## src/rtl/vc_input_unit_if.sv

```systemverilog
// vc_input_unit_if: link-side write port, crossbar-side flit output and the
// per-VC flow-control signals of the VC input unit.
// err_o exists only when VC_ERR_FLAGS_EN is defined.
interface vc_input_unit_if #(
   parameter int VC_NUM = 2,
   parameter int FLIT_W = 10,
   parameter int OUT_M  = 5
);
   logic [FLIT_W-1:0]       data_i;
   logic                    wr_en_i;
   logic [VC_NUM-1:0]       wr_vc_i;
   logic [VC_NUM-1:0]       chan_alloc_i;
   logic [VC_NUM-1:0]       chan_rdy_i;
   logic [VC_NUM*OUT_M-1:0] req_o;
   logic [FLIT_W-1:0]       data_o;
   logic                    data_vld_o;
   logic [VC_NUM-1:0]       data_vc_o;
   logic [VC_NUM-1:0]       rdy_o;
`ifdef VC_ERR_FLAGS_EN
   logic [VC_NUM-1:0]       err_o;

   modport slave (
      input  data_i, wr_en_i, wr_vc_i, chan_alloc_i, chan_rdy_i,
      output req_o, data_o, data_vld_o, data_vc_o, rdy_o, err_o
   );
   modport master (
      output data_i, wr_en_i, wr_vc_i, chan_alloc_i, chan_rdy_i,
      input  req_o, data_o, data_vld_o, data_vc_o, rdy_o, err_o
   );
`else
   modport slave (
      input  data_i, wr_en_i, wr_vc_i, chan_alloc_i, chan_rdy_i,
      output req_o, data_o, data_vld_o, data_vc_o, rdy_o
   );
   modport master (
      output data_i, wr_en_i, wr_vc_i, chan_alloc_i, chan_rdy_i,
      input  req_o, data_o, data_vld_o, data_vc_o, rdy_o
   );
`endif
endinterface

```

## src/rtl/vc_input_unit.sv

```systemverilog
// vc_input_unit: mesh-router input port with VC_NUM virtual channels. Each VC
// owns a FWFT circular FIFO, an IDLE/WAITING/ACTIVE FSM and an XY route
// computation; a round-robin switch stage forwards one flit per cycle from
// the ACTIVE VCs with one cycle of latency.
// Optional: define VC_ERR_FLAGS_EN to add sticky per-VC error flags (err_o).
module vc_input_unit #(
   parameter int VC_NUM      = 2,
   parameter int VC_DEPTH_W  = 2,
   parameter int FLIT_DATA_W = 8,
   parameter int FLIT_ID_W   = 2,
   parameter int COL_ADDR_W  = 2,
   parameter int ROW_ADDR_W  = 2,
   parameter int COL_CORD    = 1,
   parameter int ROW_CORD    = 1,
   parameter int OUT_M       = 5,
   parameter logic [FLIT_ID_W-1:0] HEADER_ID = 2'b10,
   parameter logic [FLIT_ID_W-1:0] TAIL_ID   = 2'b11
) (
   input logic            clk_i,
   input logic            rst_i,
   vc_input_unit_if.slave bus
);
   localparam int FLIT_W = FLIT_ID_W + FLIT_DATA_W;
   localparam int DEPTH  = 1 << VC_DEPTH_W;
   localparam int CNT_W  = VC_DEPTH_W + 1;
   localparam int PTR_W  = (VC_NUM > 1) ? $clog2(VC_NUM) : 1;

   typedef enum logic [1:0] {
      ST_IDLE    = 2'd0,
      ST_WAITING = 2'd1,
      ST_ACTIVE  = 2'd2
   } vc_state_e;

   // XY dimension-order routing relative to this router's coordinates
   function automatic logic [OUT_M-1:0] xy_route(input logic [COL_ADDR_W-1:0] col,
                                                 input logic [ROW_ADDR_W-1:0] row);
      logic [OUT_M-1:0] r;
      r = '0;
      if (int'(col) > COL_CORD)      r[1] = 1'b1;
      else if (int'(col) < COL_CORD) r[3] = 1'b1;
      else if (int'(row) > ROW_CORD) r[2] = 1'b1;
      else if (int'(row) < ROW_CORD) r[0] = 1'b1;
      else                           r[4] = 1'b1;
      return r;
   endfunction

   function automatic logic is_onehot(input logic [VC_NUM-1:0] v);
      int n;
      n = 0;
      for (int i = 0; i < VC_NUM; i++) n += int'(v[i]);
      return (n == 1);
   endfunction

   function automatic logic [PTR_W-1:0] rr_idx(input logic [PTR_W-1:0] base, input int off);
      return PTR_W'((int'(base) + off) % VC_NUM);
   endfunction

   logic [FLIT_W-1:0]     mem_r     [VC_NUM][DEPTH];
   logic [VC_DEPTH_W-1:0] wr_ptr_r  [VC_NUM];
   logic [VC_DEPTH_W-1:0] rd_ptr_r  [VC_NUM];
   logic [CNT_W-1:0]      cnt_r     [VC_NUM];
   logic [CNT_W-1:0]      cnt_nxt_s [VC_NUM];
   logic [COL_ADDR_W-1:0] col_r     [VC_NUM];
   logic [COL_ADDR_W-1:0] col_nxt_s [VC_NUM];
   logic [ROW_ADDR_W-1:0] row_r     [VC_NUM];
   logic [ROW_ADDR_W-1:0] row_nxt_s [VC_NUM];
   logic [FLIT_W-1:0]     head_s    [VC_NUM];
   logic [FLIT_ID_W-1:0]  head_type_s [VC_NUM];
   vc_state_e             state_r     [VC_NUM];
   vc_state_e             state_nxt_s [VC_NUM];

   logic [VC_NUM-1:0]       empty_s, wr_acc_s, elig_s, gnt_s, pop_s, discard_s, latch_s;
   logic [VC_NUM-1:0]       rdy_r, vc_r;
   logic                    wr_ok_s, gnt_vld_s, vld_r;
   logic [PTR_W-1:0]        gnt_idx_s, arb_ptr_r;
   logic [VC_NUM*OUT_M-1:0] req_r, req_nxt_s;
   logic [FLIT_W-1:0]       data_r, data_nxt_s;

   // FIFO head view and write steering (a write needs a one-hot VC with room)
   always_comb begin
      wr_ok_s = bus.wr_en_i & is_onehot(bus.wr_vc_i);
      for (int v = 0; v < VC_NUM; v++) begin
         head_s[v]      = mem_r[v][rd_ptr_r[v]];
         head_type_s[v] = head_s[v][FLIT_W-1 -: FLIT_ID_W];
         empty_s[v]     = (cnt_r[v] == CNT_W'(0));
         wr_acc_s[v]    = wr_ok_s & bus.wr_vc_i[v] & rdy_r[v];
      end
   end

   // Round-robin switch arbiter over ACTIVE, non-empty, downstream-ready VCs
   always_comb begin
      gnt_vld_s = 1'b0;
      gnt_idx_s = '0;
      gnt_s     = '0;
      for (int v = 0; v < VC_NUM; v++) begin
         elig_s[v] = (state_r[v] == ST_ACTIVE) & ~empty_s[v] & bus.chan_rdy_i[v];
      end
      for (int k = 0; k < VC_NUM; k++) begin
         if (!gnt_vld_s && elig_s[rr_idx(arb_ptr_r, k)]) begin
            gnt_vld_s = 1'b1;
            gnt_idx_s = rr_idx(arb_ptr_r, k);
         end else begin
            gnt_vld_s = gnt_vld_s;
         end
      end
      gnt_s[gnt_idx_s] = gnt_vld_s;
      data_nxt_s       = gnt_vld_s ? head_s[gnt_idx_s] : '0;
   end

   // Per-VC FSM next state
   always_comb begin
      for (int v = 0; v < VC_NUM; v++) begin
         state_nxt_s[v] = state_r[v];
         case (state_r[v])
            ST_IDLE: begin
               if (!empty_s[v] && head_type_s[v] == HEADER_ID) state_nxt_s[v] = ST_WAITING;
               else                                            state_nxt_s[v] = ST_IDLE;
            end
            ST_WAITING: begin
               if (bus.chan_alloc_i[v]) state_nxt_s[v] = ST_ACTIVE;
               else                     state_nxt_s[v] = ST_WAITING;
            end
            ST_ACTIVE: begin
               if (gnt_s[v] && head_type_s[v] == TAIL_ID) state_nxt_s[v] = ST_IDLE;
               else                                      state_nxt_s[v] = ST_ACTIVE;
            end
            default: state_nxt_s[v] = ST_IDLE;
         endcase
      end
   end

   // Per-VC FSM outputs: pops, header latch, next route request
   always_comb begin
      pop_s     = '0;
      discard_s = '0;
      latch_s   = '0;
      req_nxt_s = '0;
      for (int v = 0; v < VC_NUM; v++) begin
         case (state_r[v])
            ST_IDLE: begin
               latch_s[v]   = ~empty_s[v] & (head_type_s[v] == HEADER_ID);
               discard_s[v] = ~empty_s[v] & (head_type_s[v] != HEADER_ID);
               pop_s[v]     = discard_s[v];
            end
            ST_ACTIVE: pop_s[v] = gnt_s[v];
            default:   pop_s[v] = 1'b0;
         endcase
         col_nxt_s[v] = latch_s[v] ? head_s[v][ROW_ADDR_W +: COL_ADDR_W] : col_r[v];
         row_nxt_s[v] = latch_s[v] ? head_s[v][0 +: ROW_ADDR_W] : row_r[v];
         cnt_nxt_s[v] = cnt_r[v] + CNT_W'(wr_acc_s[v]) - CNT_W'(pop_s[v]);
         if (state_nxt_s[v] == ST_WAITING) req_nxt_s[v*OUT_M +: OUT_M] = xy_route(col_nxt_s[v], row_nxt_s[v]);
         else                              req_nxt_s[v*OUT_M +: OUT_M] = '0;
      end
   end

   // FIFO storage: accepted flits land in the VC's tail slot (no reset needed)
   always_ff @(posedge clk_i) begin
      for (int v = 0; v < VC_NUM; v++) begin
         if (wr_acc_s[v]) mem_r[v][wr_ptr_r[v]] <= bus.data_i;
      end
   end

   // FSM state, FIFO pointers/occupancy and latched destination per VC
   always_ff @(posedge clk_i) begin
      if (rst_i) begin
         for (int v = 0; v < VC_NUM; v++) begin
            state_r[v]  <= ST_IDLE;
            wr_ptr_r[v] <= '0;
            rd_ptr_r[v] <= '0;
            cnt_r[v]    <= '0;
            col_r[v]    <= '0;
            row_r[v]    <= '0;
         end
      end else begin
         for (int v = 0; v < VC_NUM; v++) begin
            state_r[v]  <= state_nxt_s[v];
            wr_ptr_r[v] <= wr_ptr_r[v] + VC_DEPTH_W'(wr_acc_s[v]);
            rd_ptr_r[v] <= rd_ptr_r[v] + VC_DEPTH_W'(pop_s[v]);
            cnt_r[v]    <= cnt_nxt_s[v];
            col_r[v]    <= col_nxt_s[v];
            row_r[v]    <= row_nxt_s[v];
         end
      end
   end

   // Registered outputs: switch stage, route requests, not-full flags, RR pointer
   always_ff @(posedge clk_i) begin
      if (rst_i) begin
         data_r    <= '0;
         vld_r     <= 1'b0;
         vc_r      <= '0;
         req_r     <= '0;
         rdy_r     <= '1;
         arb_ptr_r <= '0;
      end else begin
         data_r    <= data_nxt_s;
         vld_r     <= gnt_vld_s;
         vc_r      <= gnt_s;
         req_r     <= req_nxt_s;
         arb_ptr_r <= gnt_vld_s ? rr_idx(gnt_idx_s, 1) : arb_ptr_r;
         for (int v = 0; v < VC_NUM; v++) rdy_r[v] <= (cnt_nxt_s[v] != CNT_W'(DEPTH));
      end
   end

   assign bus.data_o     = data_r;
   assign bus.data_vld_o = vld_r;
   assign bus.data_vc_o  = vc_r;
   assign bus.req_o      = req_r;
   assign bus.rdy_o      = rdy_r;

`ifdef VC_ERR_FLAGS_EN
   logic [VC_NUM-1:0] first_r, err_r, drop_full_s, hdr_err_s;

   // Error sources: write to full VC, and a header popped mid-packet
   always_comb begin
      for (int v = 0; v < VC_NUM; v++) begin
         drop_full_s[v] = wr_ok_s & bus.wr_vc_i[v] & ~rdy_r[v];
         hdr_err_s[v]   = gnt_s[v] & ~first_r[v] & (head_type_s[v] == HEADER_ID);
      end
   end

   // First-flit marker per packet and sticky error flags
   always_ff @(posedge clk_i) begin
      if (rst_i) begin
         first_r <= '0;
         err_r   <= '0;
      end else begin
         for (int v = 0; v < VC_NUM; v++) begin
            if (state_r[v] == ST_WAITING && state_nxt_s[v] == ST_ACTIVE) first_r[v] <= 1'b1;
            else if (gnt_s[v])                                         first_r[v] <= 1'b0;
            else                                                       first_r[v] <= first_r[v];
         end
         err_r <= err_r | drop_full_s | discard_s | hdr_err_s;
      end
   end

   assign bus.err_o = err_r;
`endif
endmodule

```

## src/flat_wrapper.sv

```systemverilog
// flat-port wrapper written by rule: the top's interface ports become plain ports
module vc_input_unit_flat 
#(
   parameter int VC_NUM      = 2,
   parameter int VC_DEPTH_W  = 2,
   parameter int FLIT_DATA_W = 8,
   parameter int FLIT_ID_W   = 2,
   parameter int COL_ADDR_W  = 2,
   parameter int ROW_ADDR_W  = 2,
   parameter int COL_CORD    = 1,
   parameter int ROW_CORD    = 1,
   parameter int OUT_M       = 5,
   parameter logic [FLIT_ID_W-1:0] HEADER_ID = 2'b10,
   parameter logic [FLIT_ID_W-1:0] TAIL_ID   = 2'b11
)
  (clk_i, rst_i, bus_data_i, bus_wr_en_i, bus_wr_vc_i, bus_chan_alloc_i, bus_chan_rdy_i, bus_req_o, bus_data_o, bus_data_vld_o, bus_data_vc_o, bus_rdy_o);
  vc_input_unit_if #(.VC_NUM(VC_NUM), .FLIT_W((10)), .OUT_M(OUT_M)) bus_i ();
  input logic clk_i;
  input logic rst_i;
  input wire logic [$bits(bus_i.data_i)-1:0] bus_data_i;
  input wire logic [$bits(bus_i.wr_en_i)-1:0] bus_wr_en_i;
  input wire logic [$bits(bus_i.wr_vc_i)-1:0] bus_wr_vc_i;
  input wire logic [$bits(bus_i.chan_alloc_i)-1:0] bus_chan_alloc_i;
  input wire logic [$bits(bus_i.chan_rdy_i)-1:0] bus_chan_rdy_i;
  output wire logic [$bits(bus_i.req_o)-1:0] bus_req_o;
  output wire logic [$bits(bus_i.data_o)-1:0] bus_data_o;
  output wire logic [$bits(bus_i.data_vld_o)-1:0] bus_data_vld_o;
  output wire logic [$bits(bus_i.data_vc_o)-1:0] bus_data_vc_o;
  output wire logic [$bits(bus_i.rdy_o)-1:0] bus_rdy_o;
  assign bus_i.data_i = bus_data_i;
  assign bus_i.wr_en_i = bus_wr_en_i;
  assign bus_i.wr_vc_i = bus_wr_vc_i;
  assign bus_i.chan_alloc_i = bus_chan_alloc_i;
  assign bus_i.chan_rdy_i = bus_chan_rdy_i;
  assign bus_req_o = bus_i.req_o;
  assign bus_data_o = bus_i.data_o;
  assign bus_data_vld_o = bus_i.data_vld_o;
  assign bus_data_vc_o = bus_i.data_vc_o;
  assign bus_rdy_o = bus_i.rdy_o;
  vc_input_unit #(.VC_NUM(VC_NUM), .VC_DEPTH_W(VC_DEPTH_W), .FLIT_DATA_W(FLIT_DATA_W), .FLIT_ID_W(FLIT_ID_W), .COL_ADDR_W(COL_ADDR_W), .ROW_ADDR_W(ROW_ADDR_W), .COL_CORD(COL_CORD), .ROW_CORD(ROW_CORD), .OUT_M(OUT_M), .HEADER_ID(HEADER_ID), .TAIL_ID(TAIL_ID)) u_core (.clk_i(clk_i), .rst_i(rst_i), .bus(bus_i));
endmodule
```

## config.mk

```make
export PLATFORM = sky130hd
export DESIGN_NAME = vc_input_unit_flat
export DESIGN_NICKNAME = d
export VERILOG_FILES = /design/src/rtl/vc_input_unit_if.sv /design/src/rtl/vc_input_unit.sv /design/src/flat_wrapper.sv
export SDC_FILE = /design/constraint.sdc
export NUM_CORES = 1
export LEC_CHECK = 0
export CAP_MARGIN = 20
export CELL_PAD_IN_SITES_DETAIL_PLACEMENT = 0
export CELL_PAD_IN_SITES_GLOBAL_PLACEMENT = 2
export CORE_ASPECT_RATIO = 0.7
export CORE_MARGIN = 2
export CORE_UTILIZATION = 25
export CTS_CLUSTER_SIZE = 12
export DETAILED_ROUTE_END_ITERATION = 6
export PLACE_DENSITY_LB_ADDON = 0.1
export REMOVE_ABC_BUFFERS = 1
export SYNTH_ARGS = -nofsm -noshare
export SYNTH_HDL_FRONTEND = slang
export SYNTH_SLANG_ARGS = --single-unit
```

## constraint.sdc

```tcl
create_clock -name clk_i -period 2.9 [get_ports clk_i]
set_input_delay 0.435 -clock clk_i [delete_from_list [all_inputs] [get_ports clk_i]]
set_output_delay 0.435 -clock clk_i [all_outputs]
set_load 0.05 [all_outputs]
```

Word-level counts from Yosys, hierarchy flattened
Memory sizes are Yosys's and may differ from the RTL's.
Index checks and enable logic that the tools add are counted.
- RAM bits: 106
- logic and storage cells: 197
- memories: 7
- output and inout port bits: 25
- register bits: 26
- memory list (name ; depth ; bits a word ; read ports ; clocked after Yosys merged registers in ; wr ports ; RTL line ; RTL):
    u_core.mem_r ; 2 ; 40 ; 2 ; 0 ; 1 ; vc_input_unit.sv:58 ; logic [FLIT_W-1:0] mem_r [VC_NUM][DEPTH];
    u_core.cnt_r ; 2 ; 3 ; 2 ; 0 ; 2 ; vc_input_unit.sv:61 ; logic [CNT_W-1:0] cnt_r [VC_NUM];
    u_core.col_r ; 2 ; 2 ; 2 ; 0 ; 2 ; vc_input_unit.sv:63 ; logic [COL_ADDR_W-1:0] col_r [VC_NUM];
    u_core.rd_ptr_r ; 2 ; 2 ; 2 ; 0 ; 2 ; vc_input_unit.sv:60 ; logic [VC_DEPTH_W-1:0] rd_ptr_r [VC_NUM];
    u_core.row_r ; 2 ; 2 ; 2 ; 0 ; 2 ; vc_input_unit.sv:65 ; logic [ROW_ADDR_W-1:0] row_r [VC_NUM];
    u_core.state_r ; 2 ; 2 ; 2 ; 0 ; 2 ; vc_input_unit.sv:69 ; vc_state_e state_r [VC_NUM];
    1 more memories ; - ; - ; - ; - ; - ; - ;
- reductions and logical operators: 25
- muxes and demuxes: 71
- bitwise gates (word level): 36
- equality and inequality tests: 15
- $add $sub $neg: 11
- $lt $le $gt $ge: 19
- operator list (operator ; count):
    $mux W40 ; 4
    $mux W10 ; 9
    $bmux W10 S2 ; 2
    $demux W10 S2 ; 2
    $reduce_or A40 Y1 ; 1
    $mux W2 ; 18
    $eq A32 B2 Y1 const B ; 1
    $mux W1 ; 29
    $and A1 B1 Y1 ; 13
    $eq A2 B2 Y1 const B ; 6
    $ge A3 B3 Y1 const B ; 4
    $not A2 Y3 ; 4
    $or A1 B1 Y1 ; 12
    $pmux W2 S3 ; 2
    $reduce_or A5 Y1 ; 2
    $add A2 B1 Y2 ; 4
    $eq A2 B1 Y1 const B ; 4
    $gt A2 B1 Y1 const B ; 4
    $logic_and A1 B1 Y1 ; 8
    $lt A2 B1 Y1 const B ; 4
    $reduce_or A4 Y1 ; 2
    $add A3 B1 Y3 ; 2
    $logic_not A3 Y1 ; 2
    $lt A1 B2 Y1 const B ; 3
    18 further kinds ; 35

Logic depth before layout (Yosys ltp)
An unclocked memory read counts as a cell.
- depth in word-level cells: 22
- gate-level depth with buffers: 14
- depth with buffers taken out: 13

Least setup slack after synthesis
OpenSTA, ideal clock, no wires.
- kind: in2reg
- from: input port bus_chan_rdy_i[1]
- to: register u_core.rdy_r[1] (netlist: u_core.bus.rdy_o[1])
- stages: 14
- required time: 2783 ps
- arrival time: 2729 ps
- slack: 54 ps
- setup time: 117 ps
- cell sequence: nand2_1 or3_1 nor2_1 buf_2 inv_1 o41ai_1 ha_1 inv_1 ha_1 fa_1 xnor2_1 xnor2_1 nor2_1 nand2_1
- cells in the longest elaborated chain, start to end: 15
- ends and longest elaborated chain (what ; RTL line ; RTL):
    from (decl) ; flat_wrapper.sv:24 ; input wire logic [$bits(bus_i.chan_rdy_i)-1:0] bus_chan_rdy_i;
    $and A1 B1 Y1 * ; vc_input_unit.sv:96 ; elig_s[v] = (state_r[v] == ST_ACTIVE) & ~empty_s[v] & bus.chan_rdy_i[v];
    $mux W1 (implied by the code) (2 in a row) ; vc_input_unit.sv:99 ; if (!gnt_vld_s && elig_s[rr_idx(arb_ptr_r, k)]) begin
    $mux W1 ; vc_input_unit.sv:99 ;
    $logic_not A1 Y1 ; vc_input_unit.sv:99 ;
    $logic_and A1 B1 Y1 ; vc_input_unit.sv:99 ;
    $mux W1 ; vc_input_unit.sv:99 ;
    $lt A1 B2 Y1 (implied by the code) or $ge A1 B1 Y1 (tied branches) ; vc_input_unit.sv:106 ; gnt_s[gnt_idx_s] = gnt_vld_s;
    $logic_and A1 B1 Y1 (implied by the code) ; vc_input_unit.sv:106 ;
    $mux W1 (implied by the code) ; vc_input_unit.sv:106 ;
    $demux W1 S1 ; - ;
    $and A2 B2 Y2 (no source line) * ; - ;
    $pmux W1 S2 * ; vc_input_unit.sv:139 ; case (state_r[v])
    $sub A3 B1 Y3 * ; vc_input_unit.sv:150 ; cnt_nxt_s[v] = cnt_r[v] + CNT_W'(wr_acc_s[v]) - CNT_W'(pop_s[v]);
    $ne A3 B3 Y1 * ; vc_input_unit.sv:201 ; for (int v = 0; v < VC_NUM; v++) rdy_r[v] <= (cnt_nxt_s[v] != CNT_W'(DEPTH));
    to (signal assigned) ; vc_input_unit.sv:193 ; rdy_r <= '1;
    to (decl) ; vc_input_unit.sv:73 ; logic [VC_NUM-1:0] rdy_r, vc_r;
Mark *: on every way between the ends. The rest lies on a longest branch, timed or not. The select of a mux whose other input is x is not followed.
A chain may end at the register's enable or synchronous reset.

Final worst setup path
- from: input port bus_chan_rdy_i[1]
- to: register u_core.rdy_r[0] (netlist: u_core.bus.rdy_o[0])
The elaborated chain is that of the path after synthesis.

==> impl_metrics.env <==
export IMPL_path_cells="clkdlybuf4s50_1 -> nand2_1 -> or4b_2 -> a22oi_2 -> xnor2_1 -> ha_1 -> fa_1 -> xnor2_1 -> xnor2_1 -> nor2_1 -> nand2_1"
export IMPL_start_util_pct=25.33
export IMPL_ys_seq_area_share_pct=69.02
export IMPL_hpwl_mm=7.855
export IMPL_max_stage_delay_ps=650
export IMPL_critPathMostFrequentCell="xnor2_1"
export IMPL_leakage_nw=2.303
export IMPL_io_pins=44
export IMPL_drc_errors=0
export IMPL_synth_area_mm2=0.004989
export IMPL_grt_usage_pct=11.86
export IMPL_vias_per_cell=4.117
export IMPL_final_core_util_pct=33.50
export IMPL_fin_setup_tns_ps=0
export IMPL_antenna_found_initial=0
export IMPL_cts_root_buf="clkbuf_16"
export IMPL_area_growth_pct=32.25
export IMPL_rsz0062_at_grt="false"
export IMPL_setup_viol=0
export IMPL_slew_viol_final=0
export IMPL_cp_data_required_time_ps=3200
export IMPL_pwr_share_clk_pct=39.0
export IMPL_cts_made_buffers=17
export IMPL_worst_pin_slew_ps=598.6
export IMPL_finalWirelength_mm=11.40
export IMPL_mostFrequentLayoutCell="edfxtp_1"
export IMPL_cp_start_kind="input port"
export IMPL_criticalPathCategory="input port to register"
export IMPL_cts_tree="done"
export IMPL_yosys_register_bits=132
export IMPL_fillerInstances=1987
export IMPL_grt_pass1_wl_mm=17.80
export IMPL_power_density_mw_per_mm2=857.0
export IMPL_power_switching_mw=1.552
export IMPL_synth_cell_types=43
export IMPL_intPower_mw=4.102
export IMPL_fin_crit_sh_pct=94.24
export IMPL_switching_share_pct=27.45
export IMPL_nets=434
export IMPL_numClockSinks=132
export IMPL_hp_class="register to register"
export IMPL_gp_congestion=0.6936
export IMPL_drive_gt1_share_pct=21.43
export IMPL_layout_common_cells="80 x edfxtp_1, 50 x dfxtp_1, 43 x clkdlybuf4s50_1"
export IMPL_insertion_delay_ps=410
export IMPL_path_clk_slew_ps=60
export IMPL_coreArea_mm2=0.01969
export IMPL_cp_slowest_cell="or4b_2"
export IMPL_combPwrFrac_pct=22.2
export IMPL_cp_top_family="simple AND/OR/NAND/NOR gates"
export IMPL_routed_via_count=2841
export IMPL_maxCapViolations=0
export IMPL_maxSlewHeadroom_pct=60.01
export IMPL_rows=43
export IMPL_post_drt_wl_per_cell_um=16.53
export IMPL_crit_fanout=3
export IMPL_avgSynthCellArea_um2=15.59
export IMPL_ir_drop_mv=0.3676
export IMPL_hold_ws_ps=481.9
export IMPL_die_w_um=172.8
export IMPL_yosysWarnings=0
export IMPL_path_buf_inv=1
export IMPL_p_seq_share_pct=38.8
export IMPL_drt_first_pass_iters=4
export IMPL_dp_cells=657
export IMPL_hold_viol=0
export IMPL_cp_end_kind="register"
export IMPL_die_h_um=122.2
export IMPL_drt_iter0_markers=152
export IMPL_clockBufferDepth=2
export IMPL_die_area_mm2=0.02112
export IMPL_status="complete, no violations"
export IMPL_fin_skew_ps=7.651
export IMPL_grt_pass1_vias=2975
export IMPL_cp_arrival_ps=3030
export IMPL_finalCriticalPeriod_ps=2733
export IMPL_synth_cells=320
export IMPL_ff2ff_setup_slack_ps=180
export IMPL_clock_fmax_mhz=365.9
export IMPL_p_total_mw=5.654
export IMPL_h_tree_depth=4
export IMPL_grt_max_degree=22
export IMPL_diodes=0
export IMPL_grt_overflow=0
export IMPL_final_cells=690
export IMPL_holdBufCountCts=0
export IMPL_ant_nets=0
export IMPL_io_buffers=43
[cell usage after synthesis]
cell,number,area share (%)
a21oi_1,9,0.90
a22o_1,1,0.18
a22oi_1,1,0.15
a311o_1,1,0.20
a41o_1,1,0.20
and2_1,1,0.13
and2b_1,1,0.15
and3_1,3,0.38
and3b_1,1,0.18
and4bb_1,1,0.25
buf_2,2,0.20
buf_6,2,0.45
clkbuf_1,6,0.45
dfxtp_1,52,21
edfxtp_1,80,48
fa_1,2,0.80
ha_1,6,1.5
inv_1,12,0.90
mux2i_1,15,3.0
mux4_1,8,4.2
mux4_2,12,5.4
nand2_1,12,0.90
nand2b_1,3,0.38
nand2b_4,1,0.28
nand3_1,2,0.20
nand3b_1,1,0.15
nand4b_1,2,0.35
nor2_1,39,2.9
nor2b_1,7,0.88
nor3_1,7,0.70
nor3b_1,5,0.75
nor3b_2,1,0.25
nor4_1,1,0.13
o211ai_1,1,0.15
o21a_1,2,0.30
o21ai_0,2,0.20
o32ai_1,1,0.18
o41ai_1,1,0.18
or2_2,2,0.25
or3_1,3,0.38
or4b_2,1,0.20
xnor2_1,8,1.4
xor2_1,1,0.18
[kinds of logic after synthesis]
kind of cell / Yosys count / synth area share [%]
flops: 132 / 69.02
simple gates: 94 / 9.807
mux: 35 / 12.64
buf+inv: 22 / 2.006
compound gates: 20 / 2.634
xor+xnor: 9 / 1.580
fa+ha+maj: 8 / 2.307
[routing by layer]
metal / routed length (um) / track usage (%)
met4: 149 / 4.449
met1: 5658 / 15.48
met3: 420 / 3.777
met2: 5175 / 18.53
met5: 0 / 0
[repair_timing]
item	in CTS	in global routing
buffers inserted	0	1
endpoints found under the setup margin	2	4
gates resized for setup	2	6
pin swaps	0	1
[final cells by class]
class,count,area [um2],share of cell area [%]
Clock buffer,18,429.2,6.505
Clock inverter,14,176.4,2.674
Inverter,12,45.04,0.6827
Multi-Input combinational cell,166,1468,22.25
Sequential cell,132,3448,52.27
Tap cell,270,337.8,5.120
Timing Repair Buffer,78,693.2,10.51
[power by group through the flow]
| stage | logic, mW | registers, mW | clock network, mW |
|---|---|---|---|
| floorplan | 0.682 | 2.31 | 0 |
| global route | 1.40 | 2.21 | 2.36 |
| global placement | 1.26 | 2.23 | 0 |
| detailed placement | 1.26 | 2.23 | 0 |
| CTS | 1.27 | 2.19 | 2.27 |
| finish | 1.26 | 2.19 | 2.21 |
[sequential cells by signal, indices dropped and copies added (netlist names)]
name	count
u_core.bus.data_o	10
u_core.cnt_r	6
u_core.bus.rdy_o	2
u_core.bus.req_o	10
u_core.col_r	4
u_core.bus.data_vld_o	1
u_core.row_r	4
u_core.wr_ptr_r	4
u_core.rd_ptr_r	4
u_core.arb_ptr_r	1
u_core.state_r	4
u_core.mem_r	80
u_core.bus.data_vc_o	2
[worst register-to-register path: cells and delay by family, from the launching register on]
kind | cells | cell delay (ps)
buffers and inverters | 2 | 150
and+or+nand+nor | 3 | 420
xor gates and xnor gates | 2 | 270
muxes | 1 | 510
adders and majority gates | 3 | 810
DFF | 1 | 360
AOI/OAI and AO/OA | 1 | 80
[per-stage QoR]
step	area [um2]	worst slack [ps]
floorplan	4933	-238.7
detailed placement	5957	-304.9
global route	6598	12.14
finish	6598	167.0
global placement	5957	-260.8
CTS	6571	20.98
[path summary, 6_finish.rpt]
kind                          from                   to  cells after the start
max reg2reg  u_core.rd_ptr_r[0][2]  u_core.bus.rdy_o[1]                     12
min reg2reg     u_core.col_r[0][3]  u_core.bus.req_o[6]                      2
min             u_core.col_r[0][3]  u_core.bus.req_o[6]                      2
max              bus_chan_rdy_i[1]  u_core.bus.rdy_o[0]                     11
No activity file was read; power rests on OpenSTA's default activity.
